<file path="config.mk">
export PLATFORM = sky130hd
export DESIGN_NAME = ex_stage
export DESIGN_NICKNAME = d
export VERILOG_FILES = /design/src/rtl/ex_stage.sv
export SDC_FILE = /design/constraint.sdc
export NUM_CORES = 1
export LEC_CHECK = 0
export ABC_AREA = 1
export BUFFER_PORTS_ARGS = -buffer_cell sky130_fd_sc_hd__buf_2
export CORE_UTILIZATION = 45
export DETAILED_ROUTE_END_ITERATION = 10
export GPL_TIMING_DRIVEN = 0
export PLACE_DENSITY_LB_ADDON = 0.08
export SLEW_MARGIN = 20
export SYNTH_ARGS = -nofsm -noshare
export SYNTH_HDL_FRONTEND = slang
export SYNTH_SLANG_ARGS = --single-unit
</file>
<file path="constraint.sdc">
create_clock -name Clk -period 1.1 [get_ports Clk]
set_input_delay 0.11 -clock Clk [delete_from_list [all_inputs] [get_ports Clk]]
set_output_delay 0.11 -clock Clk [all_outputs]
set_load 0.005 [all_outputs]
</file>
<file path="src/rtl/ex_stage.sv">
// ex_stage: execute stage of a five-stage pipeline.
// The ALU covers AND, OR, ADD, SUB, SLT, NOR and MUL, and its result is registered.
// Opcodes that the ALU does not support give a result of 0.
// Optional feature macro: EX_MUL_EN.
//   - When defined, an iterative shift-add multiplier is present.
//   - It takes 33 edges and raises Stall_Out while it works.
//   - Without the macro, opcode 1000 is treated as unsupported.
module ex_stage (
    input  logic        Clk,
    input  logic        Rst_n,
    input  logic [31:0] ReadData1_In,
    input  logic [31:0] ReadData2_In,
    input  logic [31:0] Imm_In,
    input  logic        ALUSrc_In,
    input  logic [3:0]  ALUControl_In,
    input  logic [4:0]  Rd_In,
    input  logic [1:0]  MEMControl_In,
    input  logic [1:0]  WBControl_In,
    input  logic        Valid_In,
    output logic [31:0] ALUResult_Out,
    output logic [31:0] WriteData_Out,
    output logic [1:0]  MEMControl_Out,
    output logic [1:0]  WBControl_Out,
    output logic [4:0]  Rd_Out,
    output logic        Zero_Out,
    output logic        Valid_Out,
    output logic        Stall_Out
);

    localparam logic [3:0] OP_AND = 4'b0000;
    localparam logic [3:0] OP_OR  = 4'b0001;
    localparam logic [3:0] OP_ADD = 4'b0010;
    localparam logic [3:0] OP_SUB = 4'b0110;
    localparam logic [3:0] OP_SLT = 4'b0111;
    localparam logic [3:0] OP_NOR = 4'b1100;
`ifdef EX_MUL_EN
    localparam logic [3:0] OP_MUL = 4'b1000;
`endif

    logic [31:0] op_a;
    logic [31:0] op_b;
    logic [31:0] alu_result;

    // Operand B is selected between the register file and the immediate.
    always_comb begin
        op_a = ReadData1_In;
        op_b = ALUSrc_In ? Imm_In : ReadData2_In;
    end

    // Single-cycle ALU. MUL and unsupported codes fall to the default case and give 0.
    always_comb begin
        alu_result = '0;
        case (ALUControl_In)
            OP_AND:  alu_result = op_a & op_b;
            OP_OR:   alu_result = op_a | op_b;
            OP_ADD:  alu_result = op_a + op_b;
            OP_SUB:  alu_result = op_a - op_b;
            OP_SLT:  alu_result = ($signed(op_a) < $signed(op_b)) ? 32'd1 : 32'd0;
            OP_NOR:  alu_result = ~(op_a | op_b);
            default: alu_result = '0;
        endcase
    end

`ifdef EX_MUL_EN
    typedef enum logic {IDLE, BUSY} state_t;

    state_t      state;
    logic [4:0]  count;
    logic [31:0] mcand;
    logic [31:0] mplier;
    logic [31:0] acc;
    logic [31:0] wdata_q;
    logic [4:0]  rd_q;
    logic [1:0]  mem_q;
    logic [1:0]  wb_q;
    logic        mul_start;
    logic [31:0] acc_next;

    // A MUL is accepted in IDLE. Each BUSY edge adds in the current partial product.
    // Stall_Out is forced low while reset is asserted, so upstream never waits during reset.
    always_comb begin
        mul_start = (state == IDLE) && Valid_In && (ALUControl_In == OP_MUL);
        acc_next  = acc + (mplier[0] ? mcand : 32'd0);
        Stall_Out = Rst_n && (mul_start || ((state == BUSY) && (count != 5'd31)));
    end

    // The multiply FSM and the pipeline output registers share one sequential process.
    always_ff @(posedge Clk or negedge Rst_n) begin
        if (!Rst_n) begin
            state          <= IDLE;
            count          <= '0;
            mcand          <= '0;
            mplier         <= '0;
            acc            <= '0;
            wdata_q        <= '0;
            rd_q           <= '0;
            mem_q          <= '0;
            wb_q           <= '0;
            ALUResult_Out  <= '0;
            WriteData_Out  <= '0;
            MEMControl_Out <= '0;
            WBControl_Out  <= '0;
            Rd_Out         <= '0;
            Zero_Out       <= 1'b0;
            Valid_Out      <= 1'b0;
        end else begin
            case (state)
                IDLE: begin
                    if (mul_start) begin
                        mcand          <= op_a;
                        mplier         <= op_b;
                        acc            <= '0;
                        wdata_q        <= ReadData2_In;
                        rd_q           <= Rd_In;
                        mem_q          <= MEMControl_In;
                        wb_q           <= WBControl_In;
                        count          <= '0;
                        state          <= BUSY;
                        ALUResult_Out  <= '0;
                        WriteData_Out  <= '0;
                        MEMControl_Out <= '0;
                        WBControl_Out  <= '0;
                        Rd_Out         <= '0;
                        Zero_Out       <= 1'b0;
                        Valid_Out      <= 1'b0;
                    end else if (Valid_In) begin
                        ALUResult_Out  <= alu_result;
                        WriteData_Out  <= ReadData2_In;
                        MEMControl_Out <= MEMControl_In;
                        WBControl_Out  <= WBControl_In;
                        Rd_Out         <= Rd_In;
                        Zero_Out       <= (alu_result == 32'd0);
                        Valid_Out      <= 1'b1;
                    end else begin
                        ALUResult_Out  <= '0;
                        WriteData_Out  <= '0;
                        MEMControl_Out <= '0;
                        WBControl_Out  <= '0;
                        Rd_Out         <= '0;
                        Zero_Out       <= 1'b0;
                        Valid_Out      <= 1'b0;
                    end
                end
                BUSY: begin
                    acc    <= acc_next;
                    mcand  <= mcand << 1;
                    mplier <= mplier >> 1;
                    if (count == 5'd31) begin
                        // The 32nd iteration completes on this edge.
                        // The combinational sum is loaded directly, so no extra edge is needed.
                        count          <= '0;
                        state          <= IDLE;
                        ALUResult_Out  <= acc_next;
                        WriteData_Out  <= wdata_q;
                        MEMControl_Out <= mem_q;
                        WBControl_Out  <= wb_q;
                        Rd_Out         <= rd_q;
                        Zero_Out       <= (acc_next == 32'd0);
                        Valid_Out      <= 1'b1;
                    end else begin
                        count          <= count + 5'd1;
                        ALUResult_Out  <= '0;
                        WriteData_Out  <= '0;
                        MEMControl_Out <= '0;
                        WBControl_Out  <= '0;
                        Rd_Out         <= '0;
                        Zero_Out       <= 1'b0;
                        Valid_Out      <= 1'b0;
                    end
                end
                default: state <= IDLE;
            endcase
        end
    end
`else
    // Without the multiplier, nothing ever needs to stall.
    always_comb begin
        Stall_Out = 1'b0;
    end

    // Pipeline output registers.
    // They capture the instruction when Valid_In is high and load a bubble otherwise.
    always_ff @(posedge Clk or negedge Rst_n) begin
        if (!Rst_n) begin
            ALUResult_Out  <= '0;
            WriteData_Out  <= '0;
            MEMControl_Out <= '0;
            WBControl_Out  <= '0;
            Rd_Out         <= '0;
            Zero_Out       <= 1'b0;
            Valid_Out      <= 1'b0;
        end else if (Valid_In) begin
            ALUResult_Out  <= alu_result;
            WriteData_Out  <= ReadData2_In;
            MEMControl_Out <= MEMControl_In;
            WBControl_Out  <= WBControl_In;
            Rd_Out         <= Rd_In;
            Zero_Out       <= (alu_result == 32'd0);
            Valid_Out      <= 1'b1;
        end else begin
            ALUResult_Out  <= '0;
            WriteData_Out  <= '0;
            MEMControl_Out <= '0;
            WBControl_Out  <= '0;
            Rd_Out         <= '0;
            Zero_Out       <= 1'b0;
            Valid_Out      <= 1'b0;
        end
    end
`endif

endmodule

</file>
### Word level (Yosys, flattened, before mapping)

Cells that the tools add are included.

* input bits: 113
* register bits after elaboration: 75
* output and inout bits: 76
* logic and storage cells: 30

* magnitude comparators: 1
* add/sub/neg operators: 2
* equal/unequal tests: 5
* multiplexer cells: 10
* reduce and logical (&&, ||, !) cells: 2
* bitwise operators: 3

Operators with widths (number)
* 32-bit case mux with 6 select lines: 1
* 32-bit two-way mux: 3
* 32-bit adder: 1
* 32-bit AND: 1
* 32-bit zero test: 1
* 32-bit less-than comparator: 1
* 32-bit NOT: 1
* 32-bit bitwise OR: 1
* 32-bit subtractor: 1
* 4-bit by 3-bit == test with 1-bit output, second input constant: 2
* 5-bit two-way mux: 1
* 4-bit by 1-bit == test with 1-bit output, second input constant: 1
* 4-bit by 2-bit == test with 1-bit output, second input constant: 1
* 4-bit == test, second input constant: 1
* 4-bit zero test: 1
* 2-bit two-way mux: 2
* 1-bit two-way mux: 3

### Logic depth before layout (Yosys ltp)

* depth in word-level cells: 6
* mapped depth: 25
* depth with buffers taken out: 24

### Worst setup path after synthesis

Ideal clock, no wire load.

* path type: input -> register
* from: input ALUSrc_In
* to: register Zero_Out
* path buffers: 2
* stages on the path: 22
* setup time: 71 ps
* required time: 1029 ps
* arrival: 2593 ps
* setup slack: -1564 ps
* cell sequence: clkbuf_1 -> clkbuf_1 -> nand2_1 -> o21ai_0 -> inv_1 -> ha_1 -> fa_1 -> inv_1 -> nand2_1 -> nand3_2 -> nand2_1 -> nand2_1 -> nand2_1 -> nand2_1 -> nand3_1 -> nand2_1 -> nand2_1 -> nand3_1 -> nand2_1 -> nor3_1 -> nand2_1 -> nor2_1

* word-level cells in the longest chain between the ends: 6
* elaborated cells between the ends (all ways): 11
* those cells by class: add/sub (2); order compare (1); mux (4); bitwise (3); reduce/logical (1)

RTL lines
* start, declared: RTL line 14 `input logic ALUSrc_In,`
* 32-bit two-way mux *: RTL line 47 `op_b = ALUSrc_In ? Imm_In : ReadData2_In;`
* 32-bit less-than comparator / 32-bit bitwise OR (equally long branches): RTL line 58, 55, 59
* 1-bit two-way mux / 32-bit NOT (equally long branches): RTL line 58, 59
* 32-bit case mux with 6 select lines *: RTL line 53 `case (ALUControl_In)`
* 32-bit zero test *: RTL line 198 `Zero_Out <= (alu_result == 32'd0);`
* 1-bit two-way mux *: RTL line 192 `end else if (Valid_In) begin`
* end signal, assigned: RTL line 198
* end, declared: RTL line 25 `output logic Zero_Out,`

Every way passes the cells marked *; elsewhere a longest branch is shown, timed or not.

### Worst setup path in the final report

Same ends and word-level chain as after synthesis.

==> results summary <==
The count of endpoints failing hold in the final timing report came out at 0. In this run the tightest slew margin relative to its limit is 0.476. The dominant delay contributor by cell family on the critical path is simple AND/OR/NAND/NOR gates. Adding up every negative setup slack in the final design gives -28.97 ns. The CTS tree is yes.

The count of inserted antenna diode cells is 0. The cell-internal power is 7.71 mW. For this run, the register share of the synthesized area comes to 0.189.

The total power consumption of the routed design came out at 13.3 mW. The maximum fanout encountered on the critical timing path came out at 7. The worst hold slack came out at 0.0161 ns. The detailed-route via count is 11.9k.

Using the TritonRoute via totals, the vias-per-cell ratio works out to 5.27. The initial detailed-routing violation count is 888. The portion of total power attributed to the clock network is 0.251. The transition at the pin with the smallest max-transition slack is 0.787 ns. The max-slew violation count came out at 0. Counting along the longest clock path gives a buffer depth of 2. The library cell used most frequently in the layout, excluding fill and tap cells, is sky130_fd_sc_hd__nand2_1. STA classifies the critical path endpoint as a flip-flop. The cell that appears most often on the critical path is sky130_fd_sc_hd__nand2_1. The switching power came out at 5.56 mW. The required time at the endpoint of the critical path is 1.36 ns. The post-placement worst setup slack is -2.22 ns. The critical setup path kind is in2reg. The initial antenna violation count came out at 0. After synthesis, the largest family of logic cells by area is simple AND/OR/NAND/NOR gates. The top cell types in the final layout, fill and taps aside, are sky130_fd_sc_hd__nand2_1, sky130_fd_sc_hd__inv_1, sky130_fd_sc_hd__buf_2.

The switching part of the total power came out at 0.419. The number of global-route vias before repair came to 10.9k. Of the total synthesized cell area, the portion taken by AND, OR, NAND and NOR gates is 0.390.

The fraction of post-synthesis cell area in the top cell type by area came out at 0.199. In the post-synthesis netlist, the biggest area contributors are sky130_fd_sc_hd__nand2_1, sky130_fd_sc_hd__dfrtp_1, sky130_fd_sc_hd__inv_1, sky130_fd_sc_hd__ha_1, sky130_fd_sc_hd__nand3_1. The final layout contains 2,201 nets. The initial core utilization is 0.465. The clock-pin slew reported for the worst setup and hold paths after clock tree synthesis is 0.06 ns.

The synthesis-to-layout area growth came out at 45.1%. The flow ran to the end, but the final reports show violations. For this block, the routed nets add up to 42,200 um of wire. The number of sinks on the clock net came out at 75.

The setup slack of the critical path after layout came out at -1.31 ns. The maximum frequency from static timing analysis came out at 416 MHz. The HPWL after detailed placement is 33,300 um. For this run, the slowest stage of the critical path takes 0.27 ns.

The worst hold path begins at ReadData2_In[25]. The total area inside the core boundary comes to 0.0214 mm^2. The number of levels in the clock H-tree came out at 3. The final RePlAce weighted congestion is 1.03. The library cell with the largest summed area after synthesis is sky130_fd_sc_hd__nand2_1. The worst setup path is launched from an input port. The wire length of the first global-routing pass is 61,100 um. The root buffer cell is sky130_fd_sc_hd__clkbuf_16. Among all stages on the critical path, the largest delay is contributed by sky130_fd_sc_hd__o21ai_4. The synthesized netlist net count came out at 1,933. In the synthesized netlist, the number of instances is 1,710. The fraction of the cycle the final worst path needs came out at 2.19. The share of total power dissipated in combinational logic is 0.528.

The type of the tightest min-delay check is in2reg. Summed over all layers, the global routing overflow is 0. After detailed routing, the average wire length per cell comes to 18.7 um. The pin count of the biggest net entering global routing came out at 41. Walking the worst path, the cells encountered are clkbuf_8 -> clkbuf_8 -> o21ai_4 -> ha_4 -> buf_6 -> inv_2 -> nand2_2 -> nand2_1 -> nand2_1 -> nand3_4 -> nand2_1 -> nand2_2 -> nand2_1 -> nand3_1 -> nand3_4 -> nor2_2 -> nand3_1 -> nor3_2 -> nand2_1 -> nor2_1.

Measured against the total synthesized area, the mux share comes to 0. The number of warnings issued by yosys came out at 0. The xor/xnor share of the synthesized area is 0. The height of the chip is 151 um. The row count is 53. The arrival time reported for the critical path endpoint came out at 2.67 ns.

The unique cell type count in the Yosys netlist is 42. The mean post-synth cell area came out at 5.80 um^2. The number of cells traversed by the worst hold path came out at 3. In this run the static leakage power is 8.31 nW.

The cell area that synthesis handed to floorplanning was 0.00993 mm^2. Setup repair after global routing could not meet its margin everywhere. The total of flip-flops plus latches after synthesis came out at 75. After routing the design area is 0.0144 mm^2. Summing all placed instances gives a cell area of 0.0114 mm^2.

The final reports fail on negative setup slack. The destination of the worst hold path is WriteData_Out[25]$_DFF_PN0_. The number of buffers created by CTS is 9. The number of I/O port buffers came out at 186. The total of endpoints with negative setup slack in the final report came out at 33. The number of top-level design ports came out at 189. The total die area came out at 0.0227 mm^2.

The share of post-route cells with drive strength above 1 is 0.367. The number of nets with antenna violations after detailed routing came out at 0. The worst-case IR drop observed on VDD is 771 uV. The number of optimization iterations in the first detailed-route pass is 6.

The overall fraction of global-route tracks in use is 0.366. The complex-gate fraction of the synthesized area came to 0.101. The share of total power dissipated in sequential elements is 0.221. The number of buffers and inverters on the critical path came out at 4. The share of synthesized cell area in full adder, half adder and majority cells came out at 0.140. The number of max-cap violations came out at 0. Power spread over the standard cell area amounts to 921 mW/mm^2. The number of remaining DRC errors is 0. Measured along the x axis, the die boundary spans 151 um. The smallest clock period supported by the final layout is computed as 2.41 ns.
==> cells in the mapped netlist, drive strengths merged <==
library cell	count
inv	413
dfrtp	75
a21o	2
nand2	537
fa	2
nor4	1
o2111a	1
buf	23
o21ai	69
a21oi	59
a221oi	24
nor3	15
a211oi	1
nor2	179
conb	1
clkbuf	19
o21bai	5
o22ai	3
a31oi	4
nand3	142
nand4	20
ha	108
o211ai	1
and2	4
nand3b	2
==> registers in the layout (all words and copies together) (netlist names) <==
signal          flops
ALUResult_Out      32
WriteData_Out      32
Rd_Out              5
MEMControl_Out      2
WBControl_Out       2
Valid_Out           1
Zero_Out            1
==> power by group through the flow <==
stage | registers [mW] | clock network [mW] | logic, mW
final | 2.93 | 3.33 | 7.00
after global routing | 2.95 | 3.49 | 7.57
after CTS | 2.93 | 3.37 | 5.98
after detailed placement | 2.98 | 0 | 5.06
after global placement | 2.98 | 0 | 5.01
after floorplan | 3.01 | 0 | 3.29
==> per-stage QoR <==
| step | util | cells |
|---|---|---|
| floorplan | - | 1710 |
| global placement | 0.532 | 2171 |
| detailed placement | 0.533 | 2172 |
| CTS | 0.621 | 2238 |
| global route | 0.674 | 2258 |
| finish | 0.674 | 2258 |
==> cells by family after synthesis <==
logic type | count (synthesis)
AO/OA/AOI/OAI | 169
adder cells (fa/ha/maj) | 110
buffers and inverters | 455
flip-flops | 75
other | 1
AND/OR/NAND/NOR | 900
==> layout make-up <==
cell class	instances	area [um^2]
fillers	1881	6950
flip-flops and latches	75	1880
well taps	275	344
clock buffers	11	243
repair buffers	257	1600
multi-input cells	1180	8290
plain buffers	42	387
inverters	413	1560
clock inverters	5	100
==> tightest hold or removal path, delay by kind of cell <==
family	cells	cell delay, ns
buffers and inverters	2	0.15
and+or+nand+nor	1	0.05
==> layer usage <==
layer / global-route usage / routed length (um) / up-vias
li1: - / - / 5732
met1: 0.504 / 18000 / 5559
met2: 0.580 / 18600 / 521
met3: 0.0548 / 4250 / 96
met4: 0.125 / 1420 / 0
met5: 0 / 0 / -
==> repair_timing <==
action | in CTS | in global routing
setup buffers | 31 | 21
endpoints found under the setup margin | 46 | 42
cloned | 3 | 0
endpoints found under the hold margin | 51 | 0
pin swaps | 55 | 94
resized for setup | 244 | 257
hold buffers | 17 | 0
==> worst max path at each step <==
stage	start	endpoint	slack, ns	depth (start not counted)
floorplan	ALUSrc_In	Zero_Out$_DFF_PN0_	-1.22	23
global route	ALUSrc_In	Zero_Out$_DFF_PN0_	-1.44	23
global placement	ALUSrc_In	Zero_Out$_DFF_PN0_	-2.19	21
detailed placement	ALUSrc_In	Zero_Out$_DFF_PN0_	-2.22	21
finish	ALUSrc_In	Zero_Out$_DFF_PN0_	-1.31	20
CTS	ALUSrc_In	ALUResult_Out[16]$_DFF_PN0_	-1.28	21
Power figures use the tool's default switching activity.
